File: src/rtl/cyber_player.sv
// cyber_player: computer opponent that emits single-cycle press pulses at LFSR-randomised decision ticks
module cyber_player #(
  parameter int TICK_DIV = 65536,
  parameter int LFSR_W   = 10,
  parameter int CNT_W    = 8
) (
  input  logic              clk,
  input  logic              Reset,
  input  logic              enable,
  input  logic [LFSR_W-1:0] difficulty,
  output logic              press,
  output logic              tick,
  output logic [LFSR_W-1:0] lfsr_state,
  output logic [CNT_W-1:0]  press_count
);
  localparam int PW = $clog2(TICK_DIV);
  logic [PW-1:0]     pre_q, pre_d;
  logic [LFSR_W-1:0] lfsr_q, lfsr_d;
  logic [CNT_W-1:0]  cnt_q, cnt_d;
  logic              press_q, press_d, tick_q, tick_c;
  // Next-state: prescaler wrap, XNOR LFSR step and press decision all use the pre-advance state
  always_comb begin
    tick_c  = pre_q == PW'(TICK_DIV - 1);
    pre_d   = tick_c ? '0 : pre_q + PW'(1);
    lfsr_d  = tick_c ? {lfsr_q[LFSR_W-2:0], ~(lfsr_q[9] ^ lfsr_q[6])} : lfsr_q;
    press_d = tick_c & enable & (difficulty > lfsr_q);
    cnt_d   = (press_q && !(&cnt_q)) ? cnt_q + CNT_W'(1) : cnt_q;
  end
  // State registers with synchronous reset taking priority over any pending press
  always_ff @(posedge clk) begin
    if (Reset) begin
      pre_q   <= '0;
      lfsr_q  <= '0;
      cnt_q   <= '0;
      press_q <= 1'b0;
      tick_q  <= 1'b0;
    end else begin
      pre_q   <= pre_d;
      lfsr_q  <= lfsr_d;
      cnt_q   <= cnt_d;
      press_q <= press_d;
      tick_q  <= tick_c;
    end
  end
  assign press       = press_q;
  assign tick        = tick_q;
  assign lfsr_state  = lfsr_q;
  assign press_count = cnt_q;
endmodule
File: config.mk
export PLATFORM = sky130hd
export DESIGN_NAME = cyber_player
export DESIGN_NICKNAME = d
export VERILOG_FILES = /design/src/rtl/cyber_player.sv
export SDC_FILE = /design/constraint.sdc
export NUM_CORES = 1
export LEC_CHECK = 0
export CORE_UTILIZATION = 51
export CTS_CLUSTER_DIAMETER = 200
export DETAILED_ROUTE_END_ITERATION = 16
export GPL_ROUTABILITY_DRIVEN = 0
export HOLD_SLACK_MARGIN = 0.02
export PLACE_DENSITY = 0.76
export SLEW_MARGIN = 0
export SYNTH_ARGS = -nofsm -noshare
export SYNTH_HDL_FRONTEND = slang
export SYNTH_SLANG_ARGS = --single-unit
File: constraint.sdc
create_clock -name clk -period 2.19 [get_ports clk]
set_input_delay 0.5475 -clock clk [delete_from_list [all_inputs] [get_ports clk]]
set_output_delay 0.5475 -clock clk [all_outputs]
set_load 0.05 [all_outputs]
==> flow_metrics.env, run 1 <==
export IMPL_fin_ws_ns=0.07524
export IMPL_clock_tree_from_tritoncts="done"
export IMPL_ys_dominant_reg_cell="sky130_fd_sc_hd__dfxtp_1"
export IMPL_critical_path_top_delay_family="buffers and inverters"
export IMPL_hold_path_startpoint="pre_q[14]"
export IMPL_synth_area_mm2=0.001675
export IMPL_initialDrtViolationCount=70
export IMPL_antenna_cells=0
export IMPL_layout_drive_gt1_share_pct=8.772
export IMPL_vias_per_cell=5.368
export IMPL_max_stage_delay_ns=0.82
export IMPL_power_per_cell_area_mw_per_mm2=572.4
export IMPL_ff_latch_area_um2=720.7
export IMPL_post_synth_num_cell_types=33
export IMPL_design_final_nets=252
export IMPL_synth_avg_cell_area_um2=9.105
export IMPL_first_global_vias=1396
export IMPL_synth_seq_area_share_pct=43.02
export IMPL_clkSinkCount=36
export IMPL_synth_seq_cells=36
export IMPL_grt_overflow=0
export IMPL_synthesis_instances=184
export IMPL_grt_first_pass_wirelength_mm=6.141
export IMPL_max_slew_violations=0
export IMPL_count_of_flip_flops_with_a_built_in_enable_after_synthesis=0
export IMPL_cts_htree_levels=2
export IMPL_skew_ns=0.01135
export IMPL_rsz0062_at_grt="false"
export IMPL_cts_clk_slew_worst_paths_ns=0.11
export IMPL_clock_fmax_mhz=472.9
export IMPL_detailed_place_hpwl_mm=2.841
export IMPL_synth_top_cells_by_area="sky130_fd_sc_hd__dfxtp_1 (43%), sky130_fd_sc_hd__ha_1 (9.0%), sky130_fd_sc_hd__nor2_1 (5.8%), sky130_fd_sc_hd__xor2_1 (4.7%), sky130_fd_sc_hd__xnor2_1 (4.2%)"
export IMPL_wl_per_cell_um=13.81
export IMPL_rows=20
export IMPL_worst_ep_arrival_time_ns=1.57
export IMPL_net_count_synth=209
export IMPL_slew_headroom_pct=63.10
export IMPL_worst_supply_voltage_drop_on_vdd_mv=0.5159
export IMPL_maximum_number_of_pins_on_one_net_before_global_route_repair=20
export IMPL_max_cap_violations=0
export IMPL_cts_root_buffer="sky130_fd_sc_hd__clkbuf_4"
export IMPL_die_width_um=59.32
export IMPL_synth_async_sr_flop_share_pct=0
export IMPL_grt_antenna_before_repair=0
export IMPL_rr_startpoint="pre_q[3]"
export IMPL_cp_cell_sequence="clkdlybuf4s50_1"
export IMPL_design_core_area_mm2=0.003078
export IMPL_timing_worst_setup_path_type="flip-flop to primary output"
export IMPL_synth_top_area_cell="sky130_fd_sc_hd__dfxtp_1"
export IMPL_layout_cells_non_filler=272
export IMPL_status="finished clean"
export IMPL_start_util_pct=54.43
export IMPL_cts_buffer_depth=2
export IMPL_first_pass_iters=4
export IMPL_port_buffers=32
export IMPL_cp_slowest_cell="sky130_fd_sc_hd__clkdlybuf4s50_1"
export IMPL_grt_usage_pct=24.27
export IMPL_shortest_period_the_worst_path_allows_ns=2.115
export IMPL_synth_warning_count=0
export IMPL_final_util_pct=71.67
export IMPL_worst_slew_pin_slew_ns=0.5525
export IMPL_crit_fanout=4
export IMPL_via_count=1460
export IMPL_power_leakage_nw=0.9855
export IMPL_crit_buf_inv=1
export IMPL_final_antenna_net_count=0
export IMPL_required_arrival_time_at_the_worst_endpoint_ns=1.64
export IMPL_die_span_in_y_um=59.32
export IMPL_cts_buffers=5
export IMPL_placement_setup_worst_slack_ns=0.05746
export IMPL_detail_route_drc_violations=0
export IMPL_cts_setup_buffers=0
export IMPL_crit_start="press_count[6]"
export IMPL_fp_dieArea_mm2=0.003518
export IMPL_crit_path_capture_type="primary output"
export IMPL_endpoints_failing_setup=0
export IMPL_final_period_utilization_pct=96.56
export IMPL_synth_top_area_share_pct=43.02
export IMPL_setup_tns_final_ns=0
export IMPL_drt_total_wl_mm=3.757
export IMPL_area_used_by_multi_input_combinational_logic_um2=875.8
export IMPL_min_path_type="flip-flop to flip-flop"
export IMPL_number_of_top_level_pins=33
export IMPL_cp_start_kind="flip-flop"
export IMPL_layout_area_overhead_vs_synth_pct=31.67
export IMPL_report_power_total_mw=1.263
export IMPL_layout_filler_cells=254
export IMPL_timing_hold_violations_final=0
export IMPL_clkLatencyLatePin_ns=0.35
export IMPL_placedCellCount=264
final cells by class:
cell class,count,area share (%)
clock inverters,1,1.361
repair buffers,40,18.26
multi-input cells,129,39.70
inverters,15,2.552
clock buffers,7,2.950
flip-flops and latches,36,32.67
well taps,44,2.496
sequential cells by signal, summed over array words and instances, names as in the netlist:
name and cells:
press_count 8, press 1, tick 1, pre_q 16
lfsr_state 10
logic make-up (layout without fill, tap and decap cells):
logic type	count (synthesis)	after routing	synth area share, %
and+or+nand+nor	67	67	20.84
DFF	36	36	43.02
AOI/OAI and AO/OA	32	32	12.99
buffers and inverters	19	63	4.705
xor gates and xnor gates	17	17	8.888
adders and majority gates	12	12	8.962
muxes	1	1	0.5975
worst paths after layout:
path                    endpoint  slack (ns)  depth (start not counted)
setup / recovery  press_count[6]        0.08                          1
hold / removal         pre_q[14]        0.53                          2
setup reg to reg           press        0.13                          4
hold reg to reg        pre_q[14]        0.53                          2
layer usage:
layer	vias to the layer above	global-route usage, %	routed length [um]
met5	-	0	0
met4	0	8.163	56
met3	5	7.860	127
met2	27	43.02	1901
met1	691	27.16	1671
li1	737	-	-
report_power, final:
group | total, mW | switching [mW] | internal (mW)
Sequential | 0.663 | 0.00426 | 0.659
Clock | 0.522 | 0.219 | 0.303
Combinational | 0.0776 | 0.0358 | 0.0418
Total | 1.26 | 0.259 | 1.00
cells in the mapped netlist (3+ instances only):
master,count
sky130_fd_sc_hd__a211oi_1,3
sky130_fd_sc_hd__a21oi_1,6
sky130_fd_sc_hd__and3_1,3
sky130_fd_sc_hd__and4_1,3
sky130_fd_sc_hd__clkbuf_1,3
sky130_fd_sc_hd__dfxtp_1,36
sky130_fd_sc_hd__ha_1,12
sky130_fd_sc_hd__inv_1,14
sky130_fd_sc_hd__nand2_1,7
sky130_fd_sc_hd__nand3_1,9
sky130_fd_sc_hd__nand4_1,5
sky130_fd_sc_hd__nor2_1,26
sky130_fd_sc_hd__nor3_1,3
sky130_fd_sc_hd__nor4_1,4
sky130_fd_sc_hd__o21ai_0,5
sky130_fd_sc_hd__o22ai_1,8
sky130_fd_sc_hd__or3_1,3
sky130_fd_sc_hd__xnor2_1,8
sky130_fd_sc_hd__xor2_1,9
metrics by stage:
stage	area, um2	hold slack, ns
3_5_place_dp	2088	0.5085
4_1_cts	2183	0.5302
6_report	2206	0.5277
3_3_place_gp	2088	0.4789
2_1_floorplan	1675	0.4412
5_1_grt	2206	0.5539
cells in the final DEF (no fill, tap or decap), types with 6 or more instances in the layout:
master                             n
sky130_fd_sc_hd__ha_1             12
sky130_fd_sc_hd__inv_1            14
sky130_fd_sc_hd__a21oi_1           6
sky130_fd_sc_hd__xnor2_1           8
sky130_fd_sc_hd__xor2_1            9
sky130_fd_sc_hd__dfxtp_1          36
sky130_fd_sc_hd__nand3_1           9
sky130_fd_sc_hd__nand2_1           7
sky130_fd_sc_hd__buf_4             8
sky130_fd_sc_hd__dlymetal6s2s_1    9
sky130_fd_sc_hd__nor2_1           26
sky130_fd_sc_hd__o22ai_1           8
sky130_fd_sc_hd__clkdlybuf4s50_1  23
what timing repair did:
action	4_1_cts	5_1_grt
gates resized for setup	0	9
endpoints found under the setup margin	0	9
endpoints found under the hold margin	0	0
hold buffers	0	0
tightest hold or removal path, cell delays in order, from the launching register on:
cell and delay, ns:
sky130_fd_sc_hd__dfxtp_1 0.35, sky130_fd_sc_hd__o21ai_0 0.08, sky130_fd_sc_hd__a21oi_1 0.07
Note: power is estimated with default switching activity, not from simulation.
==> run 2: changes to the inputs <==
- SLEW_MARGIN: 0 -> 30
==> results of run 2 <==
The final DEF is identical to that of run 1; final timing and power are the same.
==> run 3: changes to the inputs <==
- ABC_CLOCK_PERIOD_IN_PS: unset -> 2190
- CORE_MARGIN: unset -> 3
==> run 3 against run 2 <==
Compared with the run above:
- die area increased by 14%
- first-iteration DRC count decreased by 5.7%
- via count increased by 1.4%
- clock power decreased by 30%
- worst hold slack got worse by 0.011 ns
- cell area decreased by 2.0%
- non-clock buffer count unchanged
- sequential share of layout area increased by 0.68 points
- setup slack got worse by 0.017 ns
- count of clock-buffer cells in the layout decreased by 1
- critical path type unchanged
==> flow_metrics.env, run 3 (synthesis gave the netlist of run 1 again) <==
export IMPL_max_slew_violations=0
export IMPL_maximum_number_of_pins_on_one_net_before_global_route_repair=20
export IMPL_clkSinkCount=36
export IMPL_grt_antenna_before_repair=0
export IMPL_timing_hold_violations_final=0
export IMPL_power_per_cell_area_mw_per_mm2=512.2
export IMPL_slew_headroom_pct=60.43
export IMPL_layout_area_overhead_vs_synth_pct=28.98
export IMPL_crit_path_capture_type="primary output"
export IMPL_drt_total_wl_mm=3.596
export IMPL_final_period_utilization_pct=97.34
export IMPL_worst_ep_arrival_time_ns=1.58
export IMPL_start_util_pct=53.99
export IMPL_grt_use_met1_pct=24.14
export IMPL_cp_cell_sequence="clkdlybuf4s50_1"
export IMPL_clock_fmax_mhz=469.1
export IMPL_critical_path_top_delay_family="buffers and inverters"
export IMPL_rows=20
export IMPL_report_power_total_mw=1.107
export IMPL_endpoints_failing_setup=0
export IMPL_cts_hold_buffers=0
export IMPL_detailed_place_hpwl_mm=2.778
export IMPL_design_final_nets=252
export IMPL_min_path_type="flip-flop to flip-flop"
export IMPL_clock_tree_from_tritoncts="done"
export IMPL_grt_usage_pct=20.55
export IMPL_cts_htree_levels=2
export IMPL_vias_per_cell=5.445
export IMPL_worst_supply_voltage_drop_on_vdd_mv=0.3672
export IMPL_ff_latch_area_um2=720.7
export IMPL_cts_buffer_depth=2
export IMPL_first_pass_iters=4
export IMPL_first_global_vias=1472
export IMPL_rsz0062_at_grt="false"
export IMPL_clkLatencyLatePin_ns=0.34
export IMPL_status="finished clean"
export IMPL_cts_clk_slew_worst_paths_ns=0.10
export IMPL_largest_register="pre_q"
export IMPL_cp_start_kind="flip-flop"
export IMPL_initialDrtViolationCount=66
export IMPL_grt_overflow=0
export IMPL_cp_slowest_cell="sky130_fd_sc_hd__clkdlybuf4s50_1"
export IMPL_number_of_top_level_pins=33
export IMPL_required_arrival_time_at_the_worst_endpoint_ns=1.64
export IMPL_max_cap_violations=0
export IMPL_grt_met3_usage_pct=7.665
export IMPL_skew_ns=0.004788
export IMPL_power_leakage_nw=0.9018
export IMPL_wl_per_cell_um=13.22
export IMPL_cts_root_buffer="sky130_fd_sc_hd__clkbuf_4"
export IMPL_worst_slew_pin_slew_ns=0.5882
export IMPL_timing_worst_setup_path_type="flip-flop to primary output"
export IMPL_most_common_layout_cells="sky130_fd_sc_hd__dfxtp_1 (36), sky130_fd_sc_hd__nor2_1 (26), sky130_fd_sc_hd__clkdlybuf4s50_1 (26)"
export IMPL_crit_fanout=5
export IMPL_gr_usage_met2_pct=33.99
export IMPL_largest_register_ff_count=16
export IMPL_max_stage_delay_ns=0.83
export IMPL_layout_filler_cells=273
export IMPL_layout_drive_gt1_share_pct=8.772
export IMPL_port_buffers=32
export IMPL_final_common_cell="sky130_fd_sc_hd__dfxtp_1"
export IMPL_fp_dieArea_mm2=0.004009
export IMPL_die_span_in_y_um=63.32
export IMPL_shortest_period_the_worst_path_allows_ns=2.132
export IMPL_area_used_by_multi_input_combinational_logic_um2=875.8
export IMPL_hold_worst_slack_ns=0.5167
export IMPL_crit_buf_inv=1
export IMPL_detail_route_drc_violations=0
export IMPL_grt_first_pass_wirelength_mm=6.444
export IMPL_placedCellCount=264
export IMPL_cts_buffers=5
export IMPL_design_core_area_mm2=0.003103
export IMPL_final_antenna_net_count=0
export IMPL_via_count=1481
export IMPL_antenna_cells=0
export IMPL_layout_cells_non_filler=272
export IMPL_die_width_um=63.32
export IMPL_grt_most_used_layer="met2"
==> run 3: cell types whose count changed in the layout (fill, tap and decap cells not counted) <==
cell	before	now
sky130_fd_sc_hd__dlymetal6s2s_1	9	5
sky130_fd_sc_hd__clkdlybuf4s50_1	23	26
sky130_fd_sc_hd__clkinv_2	0	2
sky130_fd_sc_hd__bufinv_16	1	0
sky130_fd_sc_hd__clkbuf_8	2	1
sky130_fd_sc_hd__dlygate4sd2_1	0	1
==> run 3: metrics by stage <==
step | util, % | instance area [um2] | setup TNS [ns] | setup slack (ns)
global route | 69.64 | 2161 | 0 | 0.0007931
floorplan | - | 1675 | 0 | 0.2237
finish | 69.64 | 2161 | 0 | 0.05824
CTS | 69.23 | 2148 | 0 | 0.01137
detailed placement | 67.30 | 2088 | -0.08187 | -0.08187
global placement | 67.30 | 2088 | 0 | 0.09991
==> run 3: report_power, final <==
part	leakage (nW)	total (mW)	internal, mW	switching [mW]
sequential	0.290	0.663	0.659	0.00409
clock	0.0380	0.367	0.153	0.214
combinational	0.573	0.0771	0.0417	0.0354
==> run 3: path summary, 6_finish.rpt <==
path / start / end / slack, ns / depth (start not counted)
setup / recovery: press / press / 0.06 / 1
hold / removal: lfsr_state[8] / lfsr_state[9] / 0.52 / 2
setup reg to reg: pre_q[3] / press / 0.13 / 4
hold reg to reg: lfsr_state[8] / lfsr_state[9] / 0.52 / 2
==> run 3: cell type report <==
| class | count | area share [%] |
|---|---|---|
| Clock buffer | 6 | 2.374 |
| Clock inverter | 2 | 0.4632 |
| Inverter | 15 | 2.606 |
| Multi-Input combinational cell | 129 | 40.53 |
| Sequential cell | 36 | 33.35 |
| Tap cell | 44 | 2.548 |
| Timing Repair Buffer | 40 | 18.12 |
==> run 3: what timing repair did <==
action,in CTS,in global routing
buffers inserted,0,0
pin swaps,0,0
gates cloned,0,0
endpoints found under the setup margin,1,5
gates resized for setup,1,5
==> run 3: metal layers <==
metal / routed length, um / vias to the layer above
met5: 0 / -
met4: 56 / 0
met3: 222 / 8
met2: 1739 / 44
met1: 1577 / 686
li1: - / 743
